### src/rtl/branch_resolve_unit_pkg.sv
// Shared branch-condition encodings and helpers for the branch resolve unit.
package branch_resolve_unit_pkg;

  localparam int BRU_CTRL_W = 4;

  typedef enum logic [BRU_CTRL_W-1:0] {
    BCU_EQ  = 4'd0,
    BCU_NE  = 4'd1,
    BCU_GT  = 4'd2,
    BCU_LT  = 4'd3,
    BCU_GE  = 4'd4,
    BCU_LE  = 4'd5,
    BCU_EQZ = 4'd6,
    BCU_NEZ = 4'd7,
    BCU_GTZ = 4'd8,
    BCU_LTZ = 4'd9,
    BCU_GEZ = 4'd10,
    BCU_LEZ = 4'd11
  } bcu_ctrl_e;

  // True for the codes that compare rd1 against zero instead of rd2.
  function automatic logic bcu_is_zero_form(input logic [BRU_CTRL_W-1:0] code);
    return (code >= BCU_EQZ) && (code <= BCU_LEZ);
  endfunction

endpackage

### src/rtl/bru_cond_eval.sv
// Combinational branch condition evaluator: (ctrl, is_signed, rd1, rd2) -> (taken, bad_ctrl).
module bru_cond_eval
  import branch_resolve_unit_pkg::*;
#(
  parameter int WIDTH = 32
) (
  input  logic [BRU_CTRL_W-1:0] ctrl,
  input  logic                  is_signed,
  input  logic [WIDTH-1:0]      rd1,
  input  logic [WIDTH-1:0]      rd2,
  output logic                  taken,
  output logic                  bad_ctrl
);

  logic             zero_form;
  logic [WIDTH-1:0] opnd_b;
  logic             eq;
  logic             lt;

  // Zero-form codes reuse the two-operand comparators with operand B forced to 0,
  // which makes unsigned LTZ/GEZ fall out as constant 0/1 naturally.
  assign zero_form = bcu_is_zero_form(ctrl);
  assign opnd_b    = zero_form ? '0 : rd2;
  assign eq        = (rd1 == opnd_b);
  assign lt        = is_signed ? ($signed(rd1) < $signed(opnd_b)) : (rd1 < opnd_b);

  always_comb begin
    taken    = 1'b0;
    bad_ctrl = 1'b0;
    case (bcu_ctrl_e'(ctrl))
      BCU_EQ,  BCU_EQZ: taken = eq;
      BCU_NE,  BCU_NEZ: taken = !eq;
      BCU_GT,  BCU_GTZ: taken = !lt && !eq;
      BCU_LT,  BCU_LTZ: taken = lt;
      BCU_GE,  BCU_GEZ: taken = !lt;
      BCU_LE,  BCU_LEZ: taken = lt || eq;
      default:          bad_ctrl = 1'b1;
    endcase
  end

endmodule

### src/rtl/branch_resolve_unit.sv
// EX-stage branch resolution: condition evaluation, redirect generation and
// saturating branch/mispredict statistics, with a 1- or 2-stage pipeline.
module branch_resolve_unit
  import branch_resolve_unit_pkg::*;
#(
  parameter int WIDTH     = 32,
  parameter int PC_WIDTH  = 32,
  parameter int STAGES    = 1,
  parameter int CNT_WIDTH = 32
) (
  input  logic                  clk,
  input  logic                  reset,
  input  logic                  in_valid,
  input  logic                  stall,
  input  logic                  flush,
  input  logic [BRU_CTRL_W-1:0] ctrl,
  input  logic                  is_signed,
  input  logic [WIDTH-1:0]      rd1,
  input  logic [WIDTH-1:0]      rd2,
  input  logic                  pred_taken,
  input  logic [PC_WIDTH-1:0]   target_pc,
  input  logic [PC_WIDTH-1:0]   fallthru_pc,
  output logic                  out_valid,
  output logic                  taken,
  output logic                  mispredict,
  output logic [PC_WIDTH-1:0]   redirect_pc,
  output logic                  bad_ctrl,
  output logic [CNT_WIDTH-1:0]  branch_count,
  output logic [CNT_WIDTH-1:0]  mispred_count
);

  localparam logic [CNT_WIDTH-1:0] CNT_ONE = CNT_WIDTH'(1);

  if (STAGES != 1 && STAGES != 2) begin : g_bad_stages
    $error("branch_resolve_unit: STAGES must be 1 or 2, got %0d", STAGES);
  end

  logic                  s1_valid;
  logic [BRU_CTRL_W-1:0] s1_ctrl;
  logic                  s1_signed;
  logic [WIDTH-1:0]      s1_rd1;
  logic [WIDTH-1:0]      s1_rd2;
  logic                  s1_pred;
  logic [PC_WIDTH-1:0]   s1_target;
  logic [PC_WIDTH-1:0]   s1_fallthru;

  // With two stages the operands are registered first; with one stage the
  // evaluator sees the inputs directly and only its result is registered.
  if (STAGES == 2) begin : g_stage1_reg
    always_ff @(posedge clk) begin
      if (reset) begin
        s1_valid    <= 1'b0;
        s1_ctrl     <= '0;
        s1_signed   <= 1'b0;
        s1_rd1      <= '0;
        s1_rd2      <= '0;
        s1_pred     <= 1'b0;
        s1_target   <= '0;
        s1_fallthru <= '0;
      end else if (flush) begin
        s1_valid <= 1'b0;
      end else if (!stall) begin
        s1_valid    <= in_valid;
        s1_ctrl     <= ctrl;
        s1_signed   <= is_signed;
        s1_rd1      <= rd1;
        s1_rd2      <= rd2;
        s1_pred     <= pred_taken;
        s1_target   <= target_pc;
        s1_fallthru <= fallthru_pc;
      end
    end
  end else begin : g_stage1_pass
    assign s1_valid    = in_valid;
    assign s1_ctrl     = ctrl;
    assign s1_signed   = is_signed;
    assign s1_rd1      = rd1;
    assign s1_rd2      = rd2;
    assign s1_pred     = pred_taken;
    assign s1_target   = target_pc;
    assign s1_fallthru = fallthru_pc;
  end

  logic eval_taken;
  logic eval_bad;

  bru_cond_eval #(.WIDTH(WIDTH)) u_cond_eval (
    .ctrl     (s1_ctrl),
    .is_signed(s1_signed),
    .rd1      (s1_rd1),
    .rd2      (s1_rd2),
    .taken    (eval_taken),
    .bad_ctrl (eval_bad)
  );

  logic                out_valid_q;
  logic                taken_q;
  logic                bad_q;
  logic                pred_q;
  logic [PC_WIDTH-1:0] redirect_q;

  always_ff @(posedge clk) begin
    if (reset) begin
      out_valid_q <= 1'b0;
      taken_q     <= 1'b0;
      bad_q       <= 1'b0;
      pred_q      <= 1'b0;
      redirect_q  <= '0;
    end else if (flush) begin
      out_valid_q <= 1'b0;
    end else if (!stall) begin
      out_valid_q <= s1_valid;
      taken_q     <= eval_taken;
      bad_q       <= eval_bad;
      pred_q      <= s1_pred;
      redirect_q  <= eval_taken ? s1_target : s1_fallthru;
    end
  end

  // Status flags are masked so stale data in an invalid stage never leaks out.
  assign out_valid   = out_valid_q;
  assign taken       = out_valid_q & taken_q;
  assign mispredict  = out_valid_q & (taken_q ^ pred_q);
  assign bad_ctrl    = out_valid_q & bad_q;
  assign redirect_pc = redirect_q;

  // An op already on the outputs is counted even if a flush lands this cycle.
  always_ff @(posedge clk) begin
    if (reset) begin
      branch_count  <= '0;
      mispred_count <= '0;
    end else if (!stall) begin
      if (out_valid_q && (branch_count != '1))
        branch_count <= branch_count + CNT_ONE;
      if (mispredict && (mispred_count != '1))
        mispred_count <= mispred_count + CNT_ONE;
    end
  end

endmodule

### config.mk
export PLATFORM = sky130hd
export DESIGN_NAME = branch_resolve_unit
export DESIGN_NICKNAME = d
export VERILOG_FILES = /design/src/rtl/branch_resolve_unit_pkg.sv /design/src/rtl/bru_cond_eval.sv /design/src/rtl/branch_resolve_unit.sv
export SDC_FILE = /design/constraint.sdc
export NUM_CORES = 1
export LEC_CHECK = 0
export CAP_MARGIN = 20
export CORE_MARGIN = 5
export CORE_UTILIZATION = 48
export CTS_BUF_LIST = sky130_fd_sc_hd__clkbuf_2
export CTS_CLUSTER_SIZE = 10
export DETAILED_ROUTE_END_ITERATION = 8
export GPL_ROUTABILITY_DRIVEN = 0
export PLACE_DENSITY = 0.89
export SKIP_LAST_GASP = 1
export SLEW_MARGIN = 20
export SYNTH_ARGS = -nofsm -noshare
export SYNTH_HDL_FRONTEND = slang
export SYNTH_SLANG_ARGS = --single-unit
### constraint.sdc
create_clock -name clk -period 10.7 [get_ports clk]
set_input_delay 2.14 -clock clk [delete_from_list [all_inputs] [get_ports clk]]
set_output_delay 2.14 -clock clk [all_outputs]
set_load 0.02 [all_outputs]
# Yosys cells after proc, flatten, opt, wreduce, memory -nomap -nowiden
# Index checks and enable logic that the tools add are counted.
[word_totals] ff_bits=100 out_inout_bits=100
[classes] add_sub_neg=2 magnitude_cmp=4 eq_ne=14 mux=5 bitwise_logic=6 reduce_logical=19
[op_table] op="32-bit by 1-bit adder with 32-bit output, second input constant" n=2
[op_table] op="32-bit less-than comparator" n=2
[op_table] op="32-bit 2-to-1 mux" n=2
[op_table] op="32-bit != test, second input constant" n=2
[op_table] op="32-bit == test" n=1
[op_table] op="4-bit by 3-bit == test with 1-bit output, second input constant" n=4
[op_table] op="4-bit == test, second input constant" n=4
[op_table] op="2-bit OR reduction" n=7
[op_table] op="12-bit OR reduction" n=1
[op_table] op="4-bit by 2-bit == test with 1-bit output, second input constant" n=2
[op_table] op="1-bit one-hot mux with 6 select lines" n=1
[op_table] op="2-bit AND reduction" n=3
[op_table] op="4-bit by 1-bit == test with 1-bit output, second input constant" n=1
[op_table] op="4-bit by 3-bit >= comparator with 1-bit output, second input constant" n=1
[op_table] op="4-bit <= comparator, second input constant" n=1
[op_table] op="1-bit logical AND" n=4
[op_table] op="4-bit logical NOT" n=1
[op_table] op="1-bit bitwise AND" n=3
[op_table] op="1-bit logical NOT" n=2
[op_table] op="1-bit 2-to-1 mux" n=2
[op_table] op="1-bit NOT" n=2
[op_table] op="1-bit logical OR" n=1
[op_table] op="1-bit XOR" n=1

# Depth between registers and ports, before layout
# Gate-level depths: netlist of the first run.
[logic_depth] depth_word=9 mapped_depth=15 ltp_nobuf=13

# By module
# A second synthesis of the first run with hierarchy kept.
[unflattened] hier_cells=706 hier_area_um2=5805.6
[by_module_without_submodules] mod="branch_resolve_unit" instances=1 cells_per_inst=562 area_each_um2=4792.1
[by_module_without_submodules] mod="bru_cond_eval" instances=1 cells_per_inst=144 area_each_um2=1013.5

# Worst setup path before layout of the first run
# No wires, ideal clock.
[synth_path] path_type="input to register" startpoint="input port ctrl[3]" endpoint="register redirect_q[10] (netlist: redirect_pc[10])" setup_time_ns=0.091 t_arrival_ns=5.270 required_ns=10.609 path_slack_ns=5.339 cell_stages=15 n_path_buf=2 cell_sequence="nor2b_1 > a21oi_1 > clkbuf_1 > nand2_1 > ha_1 > a21oi_1 > nand2_1 > a221o_1 > o31a_1 > or3_1 > a211oi_2 > o31a_4 > buf_6 > nand3_1 > a311oi_1"
[synth_via] elab_chain_cells=9
[synth_rtl] element="start, declared" line="branch_resolve_unit.sv:16" text="input logic [BRU_CTRL_W-1:0] ctrl,"
[synth_rtl] element="4-bit by 3-bit >= comparator with 1-bit output or 4-bit <= comparator (tied branches)" line="branch_resolve_unit_pkg.sv:23" text="return (code >= BCU_EQZ) && (code <= BCU_LEZ);"
[synth_rtl] element="1-bit logical AND" line="branch_resolve_unit_pkg.sv:23"
[synth_rtl] element="32-bit 2-to-1 mux" line="bru_cond_eval.sv:23" text="assign opnd_b = zero_form ? '0 : rd2;"
[synth_rtl] element="32-bit less-than comparator" line="bru_cond_eval.sv:25" text="assign lt = is_signed ? ($signed(rd1) < $signed(opnd_b)) : (rd1 < opnd_b);"
[synth_rtl] element="1-bit 2-to-1 mux" line="bru_cond_eval.sv:25"
[synth_rtl] element="1-bit logical NOT" line="bru_cond_eval.sv:33, bru_cond_eval.sv:35"
[synth_rtl] element="1-bit logical AND" line="bru_cond_eval.sv:33" text="BCU_GT, BCU_GTZ: taken = !lt && !eq;"
[synth_rtl] element="1-bit one-hot mux with 6 select lines *" line="bru_cond_eval.sv:30" text="case (bcu_ctrl_e'(ctrl))"
[synth_rtl] element="32-bit 2-to-1 mux *" line="branch_resolve_unit.sv:116" text="redirect_q <= eval_taken ? s1_target : s1_fallthru;"
[synth_rtl] element="end signal, assigned" line="branch_resolve_unit.sv:116"
[synth_rtl] element="end, declared" line="branch_resolve_unit.sv:100" text="logic [PC_WIDTH-1:0] redirect_q;"
# Mark *: on every way between the ends. The rest lies on a longest branch, timed or not.
# A chain may end at the register's enable or synchronous reset.

# Worst setup path in the final report of the first run
[layout_path] startpoint="input port ctrl[2]" endpoint="register redirect_q[26] (netlist: redirect_pc[26])"
# The elaborated chain is that of the path after synthesis.

==> impl_metrics.json, run 1 <==
{
  "status": "completed",
  "synth_seq_cells": 100,
  "crit_path_start": "ctrl[2]",
  "holdCritStartpoint": "bad_q",
  "synthTopCellsByArea": "dfxtp_1 36%, ha_1 7.6%, nor2_1 7.0%",
  "grt_pass1_vias": 5585,
  "grt_max_degree": 101,
  "drv_slew": 0,
  "dpl.cell_count": 1058,
  "start_util_pct": 49.1,
  "cts_buffer_depth": 2,
  "synth_most_common_cell": "nor2_1",
  "ys_types": 48,
  "syn_area_um2": 5610,
  "hold_buffers": 0,
  "endpoint_kind": "register",
  "vias": 5875,
  "powerDensity_nw_per_um2": 94.4,
  "max_freq_mhz": 174,
  "crit_family": "compound AO/OA/AOI/OAI gates",
  "yosys.area.top_type": "dfxtp_1",
  "clock_latency_ns": 0.58,
  "worst_pin_slew_ns": 1.02,
  "ys.flop_type": "dfxtp_1",
  "netlist_instances": 709,
  "cts_buffers": 9,
  "areaGrowthSynthToFinish_pct": 45.2,
  "dieArea_um2": 14000,
  "syn-num-nets": 882,
  "p_leak_nw": 2.91,
  "hp-class": "register to register",
  "fin_setup_tns_ns": 0,
  "grt_pass1_wl_um": 26500,
  "cp.arrival_ns": 6.25,
  "top_level_ports": 239,
  "drive_gt1_share_pct": 3.01,
  "min_period_ns": 5.75,
  "critPathMaxStageDelay_ns": 0.58,
  "die_y_um": 118,
  "core_um2": 11400,
  "whs_ns": 0.475,
  "fin_worst_skew_ns": 0.0195,
  "grt_use_total_pct": 22.3,
  "nNetsFinal": 1099,
  "vdd_drop_max_v": 0.0000663,
  "synth_edf_count": 0,
  "synth_warnings": 0,
  "maxCapViolations": 0,
  "cp_num_buf_inv": 2,
  "routed_wl_um": 16400,
  "fin_cells": 1075,
  "crit_type": "input pin to register",
  "cts_tree": "yes",
  "finalCritPeriodShare_pct": 53.7,
  "drtIter0Drc": 472,
  "ant_nets": 0,
  "cts_num_sinks": 100,
  "htree_levels": 3,
  "fp.dieW_um": 118,
  "remaining_drc_errors": 0,
  "synth-async-reset-ratio_pct": 0,
  "crit_chain": "clkdlybuf4s50_1, nor2b_1, a21oi_2, buf_4, nand2_1, ha_1, a21oi_1, o21ai_0, a221o_1, o31a_1, or3_1, a211oi_2, o31a_4, nand3_1, a311oi_1",
  "rr_startpoint": "branch_count[12]",
  "grt_remaining_overflow": 0,
  "crit_slowest_cell": "clkdlybuf4s50_1",
  "ctsResizeCount": 0,
  "cp.required_ns": 11.21,
  "fin_total_pwr_mw": 0.769,
  "cts.reportedPaths.clkPinSlew_ns": 0.28,
  "cts_setup_buffers": 0,
  "root_buffer": "clkbuf_2",
  "synthTopCellsByCount": "104 x nor2_1, 100 x dfxtp_1, 78 x nand2_1, 66 x nand3_1",
  "yosysTopAreaCellShare_pct": 35.7,
  "path_max_fanout": 33,
  "dpl.hpwl_um": 12500,
  "port_buffers": 238,
  "setup-violations-final": 0,
  "drtPass1Iterations": 4,
  "final-hold-violation-count": 0,
  "syn_avg_cell_area_um2": 7.91,
  "ys_seq_area_share_pct": 35.7,
  "post-place-ws_ns": 4.37,
  "rsz0062_at_grt": "no",
  "antenna_found_initial": 1,
  "relSlewSlack_pct": 32.1,
  "routedWlPerCell_um": 15.3,
  "setup_ws_ns": 4.95,
  "via_per_inst": 5.47,
  "worstSetupStartpointType": "input pin",
  "row_count": 39
}
[tightest hold or removal path, cell delays in order, from the launching register on]
cell and delay, ns:
dfxtp_1 0.37, nand2_1 0.05, a21oi_1 0.05
[area by class of cell]
type,instances,area [µm²]
multi-input cells,559,3380
fillers,917,3270
repair buffers,242,2410
flip-flops and latches,100,2000
well taps,143,179
clock inverters,7,75.1
inverters,14,52.6
clock buffers,9,45.0
diodes,1,2.50
[sequential cells by signal, summed over array words and instances (netlist names)]
signal	cells
branch_count	32
mispred_count	32
redirect_pc	32
bad_q	1
out_valid	1
pred_q	1
taken_q	1
[layout by cell type (no fill, tap or decap), types with 2 or more instances in the layout]
| master | count |
|---|---|
| clkbuf_2 | 9 |
| clkinv_1 | 2 |
| dfxtp_1 | 100 |
| inv_1 | 14 |
| clkdlybuf4s50_1 | 237 |
| xnor2_1 | 23 |
| nand4_1 | 16 |
| nand2_1 | 78 |
| buf_4 | 5 |
| or3_1 | 15 |
| o21ai_1 | 18 |
| nand3_1 | 66 |
| o21ai_0 | 34 |
| clkinv_4 | 2 |
| ha_1 | 34 |
| and4_1 | 7 |
| and2_1 | 8 |
| mux2i_1 | 3 |
| nor2b_1 | 7 |
| xor2_1 | 28 |
| nand2b_1 | 4 |
| and4b_1 | 2 |
| and3_1 | 8 |
| nor4_1 | 6 |
| nor2_1 | 103 |
| a311oi_1 | 33 |
| nor3_1 | 14 |
| a21oi_1 | 30 |
[through the flow]
step	instance area (µm²)	util, %
floorplan	5610	-
global placement	8030	70.3
detailed placement	8030	70.3
CTS	8150	71.3
global route	8150	71.4
finish	8150	71.4
[power by group]
group          switching, mW  internal (mW)  total [mW]
logic                 0.0906         0.0961       0.187
clock network          0.138         0.0562       0.194
registers            0.00501          0.384       0.389
[metal layers]
| layer | GRT usage (%) | routed length, µm |
|---|---|---|
| met1 | 26.4 | 6500 |
| met2 | 38.0 | 8070 |
| met3 | 7.40 | 1480 |
| met4 | 7.46 | 355 |
| met5 | 0 | 0 |
[cell families (layout without fill, tap and decap cells)]
logic type                 Yosys count  in the layout  synth area share [%]
adders and majority gates           34             34                  7.58
other                                0              1                     0
AOI/OAI and AO/OA                  131            131                  15.2
DFF                                100            100                  35.7
and+or+nand+nor                    340            340                  28.7
muxes                                3              3                 0.535
xor gates and xnor gates            51             51                  7.96
buffers and inverters               50            272                  4.39
[path summary, 6_finish.rpt]
| check | endpoint | slack, ns | depth (start not counted) |
|---|---|---|---|
| min reg2reg | bad_q | 0.47 | 2 |
| max | redirect_pc[26] | 4.95 | 15 |
| max reg2reg | branch_count[26] | 7.84 | 9 |
| min | bad_q | 0.47 | 2 |
(Power assumes the default switching activity.)
==> inputs of run 2 (changes only) <==
--- a/config.mk
+++ b/config.mk
@@ -7,12 +7,12 @@
 export LEC_CHECK = 0
 export CAP_MARGIN = 20
 export CORE_MARGIN = 5
-export CORE_UTILIZATION = 48
+export CORE_UTILIZATION = 44
 export CTS_BUF_LIST = sky130_fd_sc_hd__clkbuf_2
 export CTS_CLUSTER_SIZE = 10
 export DETAILED_ROUTE_END_ITERATION = 8
 export GPL_ROUTABILITY_DRIVEN = 0
-export PLACE_DENSITY = 0.89
+export PLACE_DENSITY = 0.83
 export SKIP_LAST_GASP = 1
 export SLEW_MARGIN = 20
 export SYNTH_ARGS = -nofsm -noshare
==> constraint.sdc (replaced) <==
create_clock -name clk -period 5.5 [get_ports clk]
set_input_delay 1.1 -clock clk [delete_from_list [all_inputs] [get_ports clk]]
set_output_delay 1.1 -clock clk [all_outputs]
set_load 0.02 [all_outputs]
==> impl_metrics.json, run 2 (synthesis gave the netlist of run 1 again) <==
{
  "hp-class": "register to register",
  "cts_setup_buffers": 0,
  "fp.dieW_um": 123,
  "cp.required_ns": 6.05,
  "min_period_ns": 4.56,
  "p_leak_nw": 2.94,
  "drtPass1Iterations": 5,
  "cts_tree": "yes",
  "num_antenna_cells": 0,
  "relSlewSlack_pct": 34.5,
  "critPathMaxStageDelay_ns": 0.55,
  "grt_use_total_pct": 21.5,
  "stdcell_area_um2": 8230,
  "routed_wl_um": 16600,
  "cts.reportedPaths.clkPinSlew_ns": 0.29,
  "switching_power_mw": 0.456,
  "cp.arrival_ns": 5.11,
  "die_y_um": 123,
  "antenna_found_initial": 0,
  "final_cell_mix": "237 x clkdlybuf4s50_1, 103 x nor2_1, 100 x dfxtp_1",
  "crit_slowest_cell": "clkdlybuf4s50_1",
  "rsz0062_at_grt": "no",
  "fillers": 1057,
  "crit_family": "compound AO/OA/AOI/OAI gates",
  "setup_ws_ns": 0.943,
  "seqPwrFrac_pct": 48.8,
  "drtIter0Drc": 337,
  "endpoint_kind": "register",
  "routedWlPerCell_um": 15.0,
  "cts_buffers": 9,
  "post-place-ws_ns": 0.279,
  "port_buffers": 238,
  "max_freq_mhz": 219,
  "vias": 5851,
  "fin_cells": 1104,
  "status": "completed",
  "maxCapViolations": 0,
  "dpl_cell_area_um2": 8080,
  "fin_total_pwr_mw": 1.55,
  "drive_gt1_share_pct": 3.33,
  "grt_pass1_wl_um": 26400,
  "powerDensity_nw_per_um2": 188,
  "ctsResizeCount": 0,
  "cts_buffer_depth": 2,
  "drv_slew": 0,
  "grt_max_degree": 57,
  "intPower_mw": 1.09,
  "row_count": 41,
  "p_comb_share_pct": 23.5,
  "grt_pass1_vias": 5557,
  "htree_levels": 3,
  "crit_chain": "clkdlybuf4s50_1, nor2b_1, a21oi_2, buf_12, nand2_1, ha_1, a21oi_1, o21ai_0, a221o_1, o31a_1, or3_1, a211oi_2, o31a_4, nand3_1, a311oi_1",
  "remaining_drc_errors": 0,
  "dpl.cell_count": 1088,
  "dieArea_um2": 15100,
  "final_common_cell": "clkdlybuf4s50_1",
  "hold_buffers": 0,
  "worst_pin_slew_ns": 0.980,
  "final-hold-violation-count": 0,
  "fin_worst_skew_ns": 0.0159,
  "root_buffer": "clkbuf_2",
  "worstSetupStartpointType": "input pin",
  "via_per_inst": 5.30,
  "ant_nets": 0,
  "vdd_drop_max_v": 0.000117,
  "setup-violations-final": 0,
  "clock_latency_ns": 0.62,
  "core_um2": 12600,
  "p_sw_share_pct": 29.4,
  "top_level_ports": 239,
  "start_util_pct": 44.6,
  "areaGrowthSynthToFinish_pct": 46.7,
  "power_frac_clock_pct": 27.6,
  "cp_num_buf_inv": 2,
  "crit_type": "input pin to register",
  "grt_remaining_overflow": 0,
  "dpl.hpwl_um": 12700,
  "cts_num_sinks": 100,
  "fin_setup_tns_ns": 0,
  "path_max_fanout": 33,
  "nNetsFinal": 1100,
  "finalCritPeriodShare_pct": 82.8
}
run 2: cell types whose count changed in the layout (fill, tap and decap cells not counted), sizes merged:
cell and change:
inv +1, bufinv +1, buf +1, clkinv -2, diode -1
run 2: cell type report:
class	instances	area [µm²]	area share, %
timing repair buffer	243	2430	29.5
multi-input combinational	559	3380	41.1
tap	172	215	2.61
sequential	100	2000	24.3
clock inverter	7	106	1.29
inverter	14	52.6	0.638
clock buffer	9	45.0	0.547
run 2: worst reg2reg max path, cell delays in order (launching register included):
cell and delay (ns):
dfxtp_1 0.48, and4_1 0.29, nand4_1 0.26, or4_4 0.59, nor3_1 0.26, a41oi_1 0.25
nand2_1 0.36, nor4_1 0.11, xnor2_1 0.15, nor2_1 0.05
run 2: power by group through the flow:
stage	sequential, mW	combinational [mW]	clock (mW)
final	0.757	0.365	0.428
after detailed placement	0.770	0.366	0
after CTS	0.758	0.368	0.442
after global placement	0.769	0.361	0
after global routing	0.761	0.403	0.467
after floorplan	0.791	0.173	0
run 2: path summary, 6_finish.rpt:
| path | slack (ns) | cells past startpoint | endpoint | startpoint |
|---|---|---|---|---|
| max | 0.94 | 15 | redirect_pc[25] | ctrl[3] |
| min | 0.48 | 2 | bad_q | bad_q |
| max reg2reg | 2.62 | 9 | branch_count[22] | branch_count[12] |
| min reg2reg | 0.48 | 2 | bad_q | bad_q |
run 2: stage by stage:
step / hold slack (ns) / utilization, %
floorplan: 0.427 / -
global placement: 0.440 / 64.3
detailed placement: 0.445 / 64.3
CTS: 0.474 / 65.5
global route: 0.488 / 65.5
finish: 0.475 / 65.5
run 2: layer usage:
metal	vias to the layer above	global-route usage (%)	wire (µm)
met5	-	0	0
met4	0	7.49	442
met3	28	6.86	1370
met2	200	35.6	7920
met1	2657	26.2	6870
li1	2966	-	-
==> inputs of run 3 (changes only) <==
--- a/config.mk
+++ b/config.mk
@@ -7,12 +7,12 @@
 export LEC_CHECK = 0
 export CAP_MARGIN = 20
 export CORE_MARGIN = 5
-export CORE_UTILIZATION = 44
+export CORE_UTILIZATION = 40
 export CTS_BUF_LIST = sky130_fd_sc_hd__clkbuf_2
 export CTS_CLUSTER_SIZE = 10
 export DETAILED_ROUTE_END_ITERATION = 8
 export GPL_ROUTABILITY_DRIVEN = 0
-export PLACE_DENSITY = 0.83
+export PLACE_DENSITY = 0.79
 export SKIP_LAST_GASP = 1
 export SLEW_MARGIN = 20
 export SYNTH_ARGS = -nofsm -noshare
==> constraint.sdc (replaced) <==
create_clock -name clk -period 4.1 [get_ports clk]
set_input_delay 0.82 -clock clk [delete_from_list [all_inputs] [get_ports clk]]
set_output_delay 0.82 -clock clk [all_outputs]
set_load 0.02 [all_outputs]
==> impl_metrics.json, run 3 (synthesis gave the netlist of run 1 again) <==
{
  "status": "completed",
  "final_common_cell": "clkdlybuf4s50_1",
  "ant_nets": 0,
  "areaGrowthSynthToFinish_pct": 55.1,
  "hold_buffers": 0,
  "rr_startpoint": "branch_count[12]",
  "p_sw_share_pct": 27.9,
  "cts_buffer_depth": 2,
  "post-place-ws_ns": -0.719,
  "powerDensity_nw_per_um2": 252,
  "vdd_drop_max_v": 0.000134,
  "crit_slowest_cell": "clkdlybuf4s50_1",
  "intPower_mw": 1.58,
  "max_freq_mhz": 250,
  "p_leak_nw": 3.19,
  "min_period_ns": 4.00,
  "worst_pin_slew_ns": 1.06,
  "die_y_um": 128,
  "holdCritStartpoint": "bad_q",
  "clock_latency_ns": 0.58,
  "power_frac_clock_pct": 27.4,
  "crit_path_start": "ctrl[3]",
  "path_max_fanout": 22,
  "fin_total_pwr_mw": 2.19,
  "cts_tree": "yes",
  "core_um2": 13800,
  "final-hold-violation-count": 0,
  "routedWlPerCell_um": 15.0,
  "dpl.cell_count": 1125,
  "grt_use_met1_pct": 24.2,
  "fp.dieW_um": 128,
  "cp.required_ns": 4.60,
  "drtIter0Drc": 299,
  "cts_buffers": 9,
  "hp-class": "register to register",
  "crit_type": "input pin to register",
  "final_cell_mix": "236 x clkdlybuf4s50_1, 103 x nor2_1, 100 x dfxtp_1",
  "root_buffer": "clkbuf_2",
  "drive_gt1_share_pct": 7.53,
  "setup-violations-final": 0,
  "fin_worst_skew_ns": 0.0265,
  "grt_use_met3_pct": 5.44,
  "start_util_pct": 40.6,
  "maxCapViolations": 0,
  "vias": 6023,
  "critPathMaxStageDelay_ns": 0.52,
  "switching_power_mw": 0.611,
  "busiest_layer": "met2",
  "seqPwrFrac_pct": 46.3,
  "drtPass1Iterations": 4,
  "relSlewSlack_pct": 29.1,
  "dieArea_um2": 16500,
  "met2_usage_pct": 33.5,
  "antenna_found_initial": 0,
  "remaining_drc_errors": 0,
  "worstSetupStartpointType": "input pin",
  "postLayoutCoreUtil_pct": 63.0,
  "cts.reportedPaths.clkPinSlew_ns": 0.25,
  "finalCritPeriodShare_pct": 97.5,
  "grt_pass1_wl_um": 26800,
  "drv_slew": 0,
  "grt_pass1_vias": 5604,
  "fillers": 1208,
  "fin_cells": 1150,
  "row_count": 43,
  "top_level_ports": 239,
  "port_buffers": 238,
  "routed_wl_um": 17200,
  "grt_remaining_overflow": 0,
  "crit_chain": "clkdlybuf4s50_1, nor2b_2, a21oi_4, buf_12, buf_4, nand2_1, ha_1, a21oi_1, nand2_1, a221o_1, o31a_1, or3_1, a211oi_2, buf_4, o31a_4, buf_12, nand3_1, a311oi_2",
  "setup_ws_ns": 0.101,
  "via_per_inst": 5.24,
  "nNetsFinal": 1138,
  "endpoint_kind": "register",
  "rsz0062_at_grt": "no",
  "dpl.hpwl_um": 12900,
  "cp.arrival_ns": 4.50,
  "p_comb_share_pct": 26.3,
  "htree_levels": 3,
  "cts_num_sinks": 100,
  "num_antenna_cells": 0,
  "grt_use_total_pct": 19.6,
  "grt_max_degree": 101,
  "fin_setup_tns_ns": 0
}
==> run 3: cell types whose count changed in the layout (fill, tap and decap cells not counted), moves of 2 or more <==
cell,before,now
a311oi_2,0,2
buf_4,4,34
o21ai_0,34,28
clkinv_4,2,0
nor2b_1,7,5
clkinv_1,0,2
o21ai_1,18,23
a311oi_1,33,31
clkbuf_16,0,3
buf_12,1,7
inv_6,2,0
==> run 3: what timing repair did <==
action | CTS | global route
setup buffers | 0 | 6
pin swaps | 0 | 5
gates resized for setup | 1 | 14
cloned | 0 | 3
setup endpoints to repair | 28 | 33
==> run 3: power by group through the flow <==
stage,clock [mW],sequential [mW],combinational (mW)
after floorplan,0,1.06,0.232
after global placement,0,1.03,0.534
after detailed placement,0,1.03,0.541
after CTS,0.624,1.01,0.544
after global routing,0.662,1.02,0.630
final,0.601,1.01,0.576
==> run 3: area by class of cell <==
class,instances,area [µm²],area share [%]
multi-input cells,559,3420,39.3
repair buffers,281,2850,32.7
flip-flops and latches,100,2000,23.0
well taps,180,225,2.59
clock inverters,7,114,1.31
inverters,14,52.6,0.604
clock buffers,9,45.0,0.517
==> run 3: metrics by stage <==
stage	area (µm²)	hold WS, ns
global placement	8370	0.439
global route	8710	0.490
CTS	8540	0.475
finish	8710	0.466
floorplan	5610	0.427
detailed placement	8370	0.448
==> run 3: final timing paths <==
path | end | slack, ns | depth (start not counted)
worst max-delay path | redirect_pc[5] | 0.10 | 18
worst max register to register | branch_count[26] | 1.20 | 9
worst min register to register | bad_q | 0.47 | 2
worst min-delay path | bad_q | 0.47 | 2
==> run 3: metal layers <==
layer / part of all wire, % / routed length [µm] / vias up
met5: 0 / 0 / -
met4: 1.9 / 321 / 0
met3: 7.3 / 1260 / 28
met2: 48 / 8320 / 178
met1: 43 / 7340 / 2772
li1: - / - / 3045
==> run 3: worst max-delay path, delay by kind of cell <==
| kind | cells | cell delay (ns) |
|---|---|---|
| AND/OR/NAND/NOR | 5 | 0.64 |
| buffers and inverters | 5 | 1.09 |
| AO/OA/AOI/OAI | 7 | 1.62 |
| adder cells (fa/ha/maj) | 1 | 0.30 |
